$ cat src/rtl/uart_tx_engine.sv
// rtl/uart_tx_engine.sv - UART transmit engine: input FIFO, integer baud divider, LSB-first framed serialiser
// Optional line-break control is compiled in with UART_TX_BREAK_EN.
module uart_tx_engine #(
  parameter int P_UART_DATA_WIDTH = 8,
  parameter int P_CLK_DIV         = 16,
  parameter int P_FIFO_DEPTH      = 4
) (
  input  logic                          i_u_clk,
  input  logic                          i_u_rst,
  input  logic [P_UART_DATA_WIDTH-1:0]  i_uart_tx_data,
  input  logic                          i_uart_tx_valid,
  output logic                          o_uart_tx_ready,
  input  logic [1:0]                    i_cfg_parity,
  input  logic                          i_cfg_stop2,
`ifdef UART_TX_BREAK_EN
  input  logic                          i_tx_break,
`endif
  output logic                          o_uart_tx,
  output logic                          o_tx_busy,
  output logic [$clog2(P_FIFO_DEPTH):0] o_fifo_level
);

  localparam int AW = $clog2(P_FIFO_DEPTH);
  localparam int CW = $clog2(P_CLK_DIV);
  localparam logic [CW-1:0] CNT_MAX  = CW'(P_CLK_DIV - 1);
  localparam logic [3:0]    BIT_MAX  = 4'(P_UART_DATA_WIDTH - 1);
  localparam logic [AW:0]   LVL_FULL = (AW+1)'(P_FIFO_DEPTH);

  typedef enum logic [2:0] {
    IDLE,
    START,
    DATA,
    PARITY,
`ifdef UART_TX_BREAK_EN
    BREAK,
    MARK,
`endif
    STOP
  } state_t;

  logic [P_UART_DATA_WIDTH-1:0] mem [P_FIFO_DEPTH];
  logic [AW-1:0]                wr_ptr;
  logic [AW-1:0]                rd_ptr;
  logic [AW:0]                  level;
  logic [AW:0]                  level_nxt;
  logic                         push;
  logic                         pop;

  state_t                       state;
  logic [CW-1:0]                baud_cnt;
  logic [3:0]                   bit_cnt;
  logic                         stop_cnt;
  logic [P_UART_DATA_WIDTH-1:0] shift;
  logic                         par_acc;
  logic [1:0]                   par_mode;
  logic                         stop2;
  logic                         tick;
  logic                         last_stop;
  logic                         par_en;
  logic                         brk;
  logic                         line;

  // Ready is a register, so a write while full is dropped even if a pop happens on that edge.
  assign push         = i_uart_tx_valid & o_uart_tx_ready;
  assign o_fifo_level = level;

  always_comb begin
    level_nxt = level;
    if (push && !pop)
      level_nxt = level + (AW+1)'(1);
    else if (pop && !push)
      level_nxt = level - (AW+1)'(1);
  end

  always_ff @(posedge i_u_clk) begin
    if (i_u_rst) begin
      wr_ptr          <= '0;
      rd_ptr          <= '0;
      level           <= '0;
      o_uart_tx_ready <= 1'b1;
    end else begin
      if (push) wr_ptr <= wr_ptr + AW'(1);
      if (pop)  rd_ptr <= rd_ptr + AW'(1);
      level           <= level_nxt;
      o_uart_tx_ready <= (level_nxt != LVL_FULL);
    end
  end

  always_ff @(posedge i_u_clk) begin
    if (push) mem[wr_ptr] <= i_uart_tx_data;
  end

  assign tick      = (baud_cnt == CNT_MAX);
  assign last_stop = (stop_cnt == stop2);
  assign par_en    = (par_mode == 2'd1) || (par_mode == 2'd2);
`ifdef UART_TX_BREAK_EN
  assign brk       = i_tx_break;
`else
  assign brk       = 1'b0;
`endif

  // A word is taken only at a frame boundary: from idle, or on the last stop-bit tick.
  always_comb begin
    pop = 1'b0;
    if (level != '0 && !brk) begin
      case (state)
        IDLE:    pop = 1'b1;
        STOP:    pop = tick & last_stop;
`ifdef UART_TX_BREAK_EN
        MARK:    pop = tick;
`endif
        default: pop = 1'b0;
      endcase
    end
  end

  always_comb begin
    case (state)
      START:   line = 1'b0;
      DATA:    line = shift[0];
      PARITY:  line = par_acc ^ (par_mode == 2'd1);
`ifdef UART_TX_BREAK_EN
      BREAK:   line = 1'b0;
`endif
      default: line = 1'b1;
    endcase
  end

  // Line and busy follow the state one edge late, so every bit still lasts exactly P_CLK_DIV cycles.
  always_ff @(posedge i_u_clk) begin
    if (i_u_rst) begin
      state     <= IDLE;
      baud_cnt  <= '0;
      bit_cnt   <= '0;
      stop_cnt  <= 1'b0;
      shift     <= '0;
      par_acc   <= 1'b0;
      par_mode  <= '0;
      stop2     <= 1'b0;
      o_uart_tx <= 1'b1;
      o_tx_busy <= 1'b0;
    end else begin
      o_uart_tx <= line;
      o_tx_busy <= (state != IDLE);
      baud_cnt  <= tick ? '0 : baud_cnt + CW'(1);
      case (state)
        IDLE: begin
`ifdef UART_TX_BREAK_EN
          if (brk) state <= BREAK;
`endif
        end
        START: begin
          if (tick) begin
            state   <= DATA;
            bit_cnt <= '0;
            par_acc <= 1'b0;
          end
        end
        DATA: begin
          if (tick) begin
            shift   <= shift >> 1;
            par_acc <= par_acc ^ shift[0];
            bit_cnt <= bit_cnt + 4'd1;
            if (bit_cnt == BIT_MAX) begin
              state    <= par_en ? PARITY : STOP;
              stop_cnt <= 1'b0;
            end
          end
        end
        PARITY: begin
          if (tick) begin
            state    <= STOP;
            stop_cnt <= 1'b0;
          end
        end
        STOP: begin
          if (tick) begin
            if (!last_stop)
              stop_cnt <= 1'b1;
`ifdef UART_TX_BREAK_EN
            else if (brk)
              state <= BREAK;
`endif
            else
              state <= IDLE;
          end
        end
`ifdef UART_TX_BREAK_EN
        BREAK: begin
          if (!brk) begin
            state    <= MARK;
            baud_cnt <= '0;
          end
        end
        MARK: begin
          if (tick) state <= IDLE;
        end
`endif
        default: state <= IDLE;
      endcase
      if (pop) begin
        shift    <= mem[rd_ptr];
        par_mode <= i_cfg_parity;
        stop2    <= i_cfg_stop2;
        baud_cnt <= '0;
        state    <= START;
      end
    end
  end

endmodule

$ cat config.mk
export PLATFORM = sky130hd
export DESIGN_NAME = uart_tx_engine
export DESIGN_NICKNAME = d
export VERILOG_FILES = /design/src/rtl/uart_tx_engine.sv
export SDC_FILE = /design/constraint.sdc
export NUM_CORES = 1
export LEC_CHECK = 0
export ABC_AREA = 1
export CAP_MARGIN = 25
export CORE_UTILIZATION = 45
export CTS_CLUSTER_SIZE = 8
export DETAILED_ROUTE_END_ITERATION = 16
export DONT_BUFFER_PORTS = 1
export GPL_ROUTABILITY_DRIVEN = 0
export MAX_ROUTING_LAYER = met4
export PLACE_DENSITY = 0.66
export SYNTH_ARGS = -nofsm -noshare
export SYNTH_HDL_FRONTEND = slang
export SYNTH_SLANG_ARGS = --single-unit
$ cat constraint.sdc
create_clock -name i_u_clk -period 1.86 [get_ports i_u_clk]
set_input_delay 0.093 -clock i_u_clk [delete_from_list [all_inputs] [get_ports i_u_clk]]
set_output_delay 0.093 -clock i_u_clk [all_outputs]
set_load 0.005 [all_outputs]
==> reports/metrics.yaml, run 1 <==
slew_headroom_pct: 63.0
syn_nets: 328
cts-root-buf: "clkbuf_8"
ys_types: 32
ys_ff_latch: 68
drt_pass1_iterations: 4
hold_depth: 3
pin_count: 20
critPathKind: "reg -> reg"
power_density_nw_per_um2: 1360
grt_util_met2_pct: 28.5
avgSynthCellArea_um2: 9.54
antenna_found_initial: 0
pwr-share-comb_pct: 28.2
clk_path_buf_depth: 2
cts_tree: "done"
postSynthCellCount: 304
hpwl_mm: 3.54
status: "complete, no violations"
gr-usage-met1_pct: 20.3
drive_gt1_share_pct: 13.3
ant_nets: 0
synth_area_leaders: "edfxtp_1 (33%), dfxtp_1 (25%), nand2_1 (6.1%)"
h-tree-depth: 3
reg2reg_depth: 12
design_area_um2: 3320
clkPwrFrac_pct: 27.8
ys_seq_area_share_pct: 58.0
tightest_slew_ns: 0.553
setup.worst_path.start_class: "flop"
final_nets: 349
cts_setup_buffers: 0
p_sw_mw: 1.60
die_area_um2: 6770
synth_warnings: 0
die-width_um: 82.3
hp-class: "in -> reg"
routedWlPerCell_um: 12.8
r2r-start: "baud_cnt[0]"
rows: 28
p_seq_share_pct: 44.0
initial_core_util_pct: 47.9
synthArstFlopShare_pct: 0
die_h_um: 82.3
hold_viol_final: 0
met3_usage_pct: 3.63
critPathCaptureType: "flop"
fmax_ghz: 0.601
p_leak_nw: 1.29
tns_ns: 0
worstPathArrival_ns: 1.90
ys.flop_type: "dfxtp_1"
final_cells: 405
numCtsBuffers: 9
reg2reg_slack_ns: 0.20
power_switching_share_pct: 35.5
whs_endpoint: "state[0]"
cts_sinks: 68
antenna_cells: 0
grt.total_usage_pct: 17.5
synth_top_cell_area_share_pct: 33.1
coreArea_um2: 6060
slew_violations: 0
vias: 2087
r2r_end: "o_uart_tx_ready"
fin_crit_ns: 1.66
drc: 0
synth_most_common_cell: "nand2_1"
worstPathRequired_ns: 2.10
finalSetupViolCount: 0
synth_common_cells: "nand2_1 (47), nor2_1 (41), dfxtp_1 (36)"
grt_max_degree: 17
vdd_ir_drop_max_mv: 0.726
worstHoldStart: "i_u_rst"
synth_edf_count: 32
port_buffers: 0
p_int_mw: 2.91
gr-max-usage-layer: "met2"
place_inst: 377
final_util_pct: 54.7
grt_pass1_wl_mm: 8.37
drtIter0Drc: 119
grt_pass1_vias: 1884
routed_wl_mm: 5.17
worstSkewPairLatency_ns: 0.34
postPlaceCellArea_um2: 2990
worst_setup_hold_path_clk_slew_ns: 0.08
viasPerCell: 5.15
yosysTopAreaCell: "edfxtp_1"
fin_skew_ns: 0.00756
drv_cap: 0
cp_max_fo: 13
syn_to_final_growth_pct: 14.4
synth_area_um2: 2900
finalCritPeriodShare_pct: 89.4
rsz0062_at_grt: "false"
grt_overflow: 0
-- layout make-up --
class / count / area, µm²
fillers: 555 / 2740
flip-flops and latches: 68 / 1680
multi-input cells: 198 / 1060
repair buffers: 17 / 158
clock buffers: 9 / 124
inverters: 31 / 118
well taps: 75 / 93.8
clock inverters: 7 / 82.6
-- critical path: stages (launching register included) --
cell and delay (ns):
dfxtp_1 0.37, ha_2 0.23, nand3_4 0.12, inv_2 0.09, nand2_2 0.06, nand2_2 0.09, nand2_4 0.11, nand2_2 0.12
nand2_1 0.06, nand2_1 0.08, nand2_1 0.06, nor2_1 0.10, nand2_1 0.06
-- what timing repair did --
action | CTS | global route
hold buffers | 12 | 0
resized for setup | 0 | 1
endpoints found under the setup margin | 0 | 1
hold endpoints to repair | 48 | 0
-- how the worst max path moves through the flow --
stage / start / endpoint / slack (ns) / depth (start not counted)
4_1_cts: baud_cnt[0] / o_uart_tx_ready / 0.17 / 12
3_3_place_gp: o_fifo_level[0] / rd_ptr[1] / 0.27 / 8
6_report: baud_cnt[0] / o_uart_tx_ready / 0.20 / 12
2_1_floorplan: baud_cnt[0] / shift[0] / 0.42 / 9
5_1_grt: baud_cnt[0] / o_uart_tx_ready / 0.02 / 12
3_5_place_dp: baud_cnt[0] / flop / 0.17 / 9
-- power by group through the flow --
stage | combinational [mW] | clock [mW] | sequential [mW]
after CTS | 1.28 | 1.28 | 1.99
after detailed placement | 1.25 | 0 | 2.02
after global routing | 1.48 | 1.34 | 2.02
after global placement | 1.21 | 0 | 2.02
final | 1.27 | 1.25 | 1.98
after floorplan | 1.05 | 0 | 1.99
-- sequential cells by signal, summed over array words and instances, names as in the netlist, named ones only --
| name | cells |
|---|---|
| rd_ptr | 2 |
| o_uart_tx | 1 |
| o_uart_tx_ready | 1 |
| baud_cnt | 4 |
| bit_cnt | 4 |
| stop_cnt | 1 |
| state | 3 |
| stop2 | 1 |
| par_acc | 1 |
| o_fifo_level | 3 |
| o_tx_busy | 1 |
| par_mode | 2 |
| mem | 32 |
| shift | 8 |
| wr_ptr | 2 |
-- cells by family (layout without fill, tap and decap cells) --
kind of cell	after synthesis	after routing	share of synthesized area [%]
simple gates	119	119	18.8
compound gates	66	66	12.4
xor+xnor	3	3	0.906
fa+ha+maj	10	10	4.31
flops	68	68	58.0
buf+inv	38	64	5.56
-- through the flow --
step	hold slack, ns	worst slack (ns)	power [mW]
floorplan	0.162	0.421	3.04
global placement	0.166	0.269	3.23
detailed placement	0.166	0.171	3.27
CTS	0.113	0.167	4.55
global route	0.171	0.0158	4.83
finish	0.127	0.197	4.51
-- cell usage in the layout, fill, tap and decap left out, drive strengths merged --
master and n:
nand2 54, a21oi 21, o31a 1, xnor2 1, a31oi 6, nand3 12, clkbuf 9, bufinv 1
o21a 1, buf 5, clkinvlp 2, clkinv 1, edfxtp 32, nor2 43, a211oi 1, ha 10
o22ai 8, and3 3, xor2 2, nor3 5, nand4 2, o21ai 28, dlygate4sd3 12, dfxtp 36
inv 34
-- routing by layer --
| metal | vias to the layer above | wire, µm |
|---|---|---|
| li1 | 1072 | - |
| met1 | 953 | 2390 |
| met2 | 46 | 2450 |
| met3 | 16 | 216 |
| met4 | 0 | 115 |
| met5 | - | 0 |
Power figures use the tool's default switching activity.
==> run 2, diff against run 1 <==
- CORE_UTILIZATION: 45 -> 32
- PLACE_DENSITY: 0.66 -> 0.52
==> reports/metrics.yaml, run 2 (same netlist as run 1, synthesis figures left out) <==
power_switching_share_pct: 35.6  # +0.13 points
power_mw: 4.52  # about the same
critPathMaxStageDelay_ns: 0.41  # +0.04 ns
p_leak_nw: 1.29  # +0.16%
p_int_mw: 2.91  # -0.12%
drtIter0Drc: 72  # -39%
grt_max_degree: 17  # unchanged
grt.total_usage_pct: 13.1  # -4.5 points
hpwl_mm: 3.76  # +6.1%
die-width_um: 97.2  # +18%
fin_skew_ns: 0.0140  # +0.00644 ns
initial_core_util_pct: 33.1  # -15 points
setup.worst_path.start_class: "flop"
drive_gt1_share_pct: 13.3  # unchanged
pin_count: 20  # unchanged
worstSkewPairLatency_ns: 0.35  # about the same
vias: 2071  # -0.77%
hold_viol_final: 0  # unchanged
design_area_um2: 3360  # +1.2%
critical-path-top-delay-family: "compound AO/OA/AOI/OAI gates"
mostFrequentLayoutCells: "nand2_1 (47), nor2_1 (41), dfxtp_1 (36), edfxtp_1 (32), o21ai_0 (27)"
dpl_worst_slack_ns: 0.193  # +0.0221 ns
status: "complete, no violations"
routedWlPerCell_um: 12.6  # -1.0%
fin_hold_ws_ns: 0.124  # -0.00310 ns
grt_pass1_vias: 1922  # +2.0%
final_cells: 438  # +8.1%
worst_slack_ns: 0.191  # -0.00549 ns
fmax_ghz: 0.599  # -0.33%
cp.buffers_inverters: 2  # +1
drt_pass1_iterations: 4  # unchanged
antenna_cells: 0  # unchanged
critPathCaptureType: "flop"
numCtsBuffers: 9  # unchanged
ant_nets: 0  # unchanged
fin_crit_ns: 1.67  # +0.00549 ns
tightest_slew_ns: 0.572  # +0.0194 ns
cp.depth: 8  # -4
cp_max_fo: 13  # unchanged
tns_ns: 0  # unchanged
port_buffers: 0  # unchanged
die_h_um: 97.2  # +18%
cts_setup_buffers: 0  # unchanged
grt_pass1_wl_mm: 9.30  # +11%
cts_sinks: 68  # unchanged
die_area_um2: 9450  # +40%
top_register: "mem"
cts-root-buf: "clkbuf_8"
drv_cap: 0  # unchanged
grt_overflow: 0  # unchanged
viasPerCell: 4.73  # -8.2%
crit_slowest_cell: "dfxtp_1"
postPlaceCellArea_um2: 3030  # +1.4%
hp-class: "in -> reg"
syn_to_final_growth_pct: 15.7
slew_headroom_pct: 61.7  # -1.3 points
final_common_cell: "nand2_1"
worstPathRequired_ns: 2.09  # about the same
place_inst: 410  # +8.8%
cts_tree: "done"
routed_wl_mm: 5.54  # +7.0%
h-tree-depth: 3  # unchanged
hold_depth: 3  # unchanged
reg2reg_depth: 8  # -4
worstPathArrival_ns: 1.90  # about the same
finalCritPeriodShare_pct: 89.7  # +0.30 points
power_density_nw_per_um2: 1350  # -1.1%
coreArea_um2: 8760  # +45%
top_regs: "mem x32, shift x8"
drc: 0  # unchanged
pwr-share-comb_pct: 28.2  # about the same
slew_violations: 0  # unchanged
final_nets: 349  # unchanged
clkPwrFrac_pct: 27.8  # about the same
finalSetupViolCount: 0  # unchanged
rows: 34  # +21%
antenna_found_initial: 0  # unchanged
p_sw_mw: 1.61  # +0.46%
vdd_ir_drop_max_mv: 0.494  # -32%
rsz0062_at_grt: "false"
clk_path_buf_depth: 2  # unchanged
worstPathCellList: "inv_1 -> ha_1 -> a21oi_2 -> nand2_4 -> clkinv_2 -> nand2_1 -> o21ai_1 -> a21oi_1"
final_util_pct: 38.3  # -16 points
p_seq_share_pct: 44.0  # about the same
largest_register_ff_count: 32  # unchanged
critPathKind: "reg -> reg"
worst_setup_hold_path_clk_slew_ns: 0.08  # about the same
[run 2: changes by cell type in the layout (fill, tap and decap cells not counted), sizes merged]
cell / before / now
clkinv: 1 / 3
inv: 34 / 33
clkinvlp: 2 / 1
[run 2: power groups by stage]
stage	clock [mW]	combinational, mW	sequential [mW]
after floorplan	0	1.05	1.99
after global placement	0	1.23	2.02
after detailed placement	0	1.25	2.02
after CTS	1.30	1.28	1.99
after global routing	1.37	1.47	2.02
final	1.25	1.27	1.99
[run 2: final timing paths]
check / startpoint / to / slack (ns)
hold / removal: i_u_rst / state[0] / 0.12
hold reg to reg: baud_cnt[0] / baud_cnt[0] / 0.45
setup / recovery: o_fifo_level[0] / flop / 0.19
setup reg to reg: o_fifo_level[0] / flop / 0.19
[run 2: layer usage]
layer / GRT usage, % / part of all wire, % / wire (µm)
met4: 5.51 / 1.1 / 63
met3: 3.45 / 3.0 / 164
met2: 20.3 / 48 / 2660
met5: - / 0 / 0
met1: 16.1 / 48 / 2650
[run 2: tightest hold or removal path, delay by kind of cell]
kind                   cells  cell delay [ns]
buffers and inverters      2             0.21
AND/OR/NAND/NOR            1             0.13
[run 2: what timing repair did]
action	CTS	global route
endpoints found under the hold margin	48	0
setup endpoints to repair	0	1
hold buffers	12	0
resized for setup	0	1
[run 2: final cells by class]
class / instances / area [µm²]
Sequential cell: 68 / 1680
Clock buffer: 9 / 124
Timing Repair Buffer: 17 / 158
Fill cell: 868 / 5410
Inverter: 31 / 118
Clock inverter: 7 / 81.3
Multi-Input combinational cell: 198 / 1060
Tap cell: 108 / 135
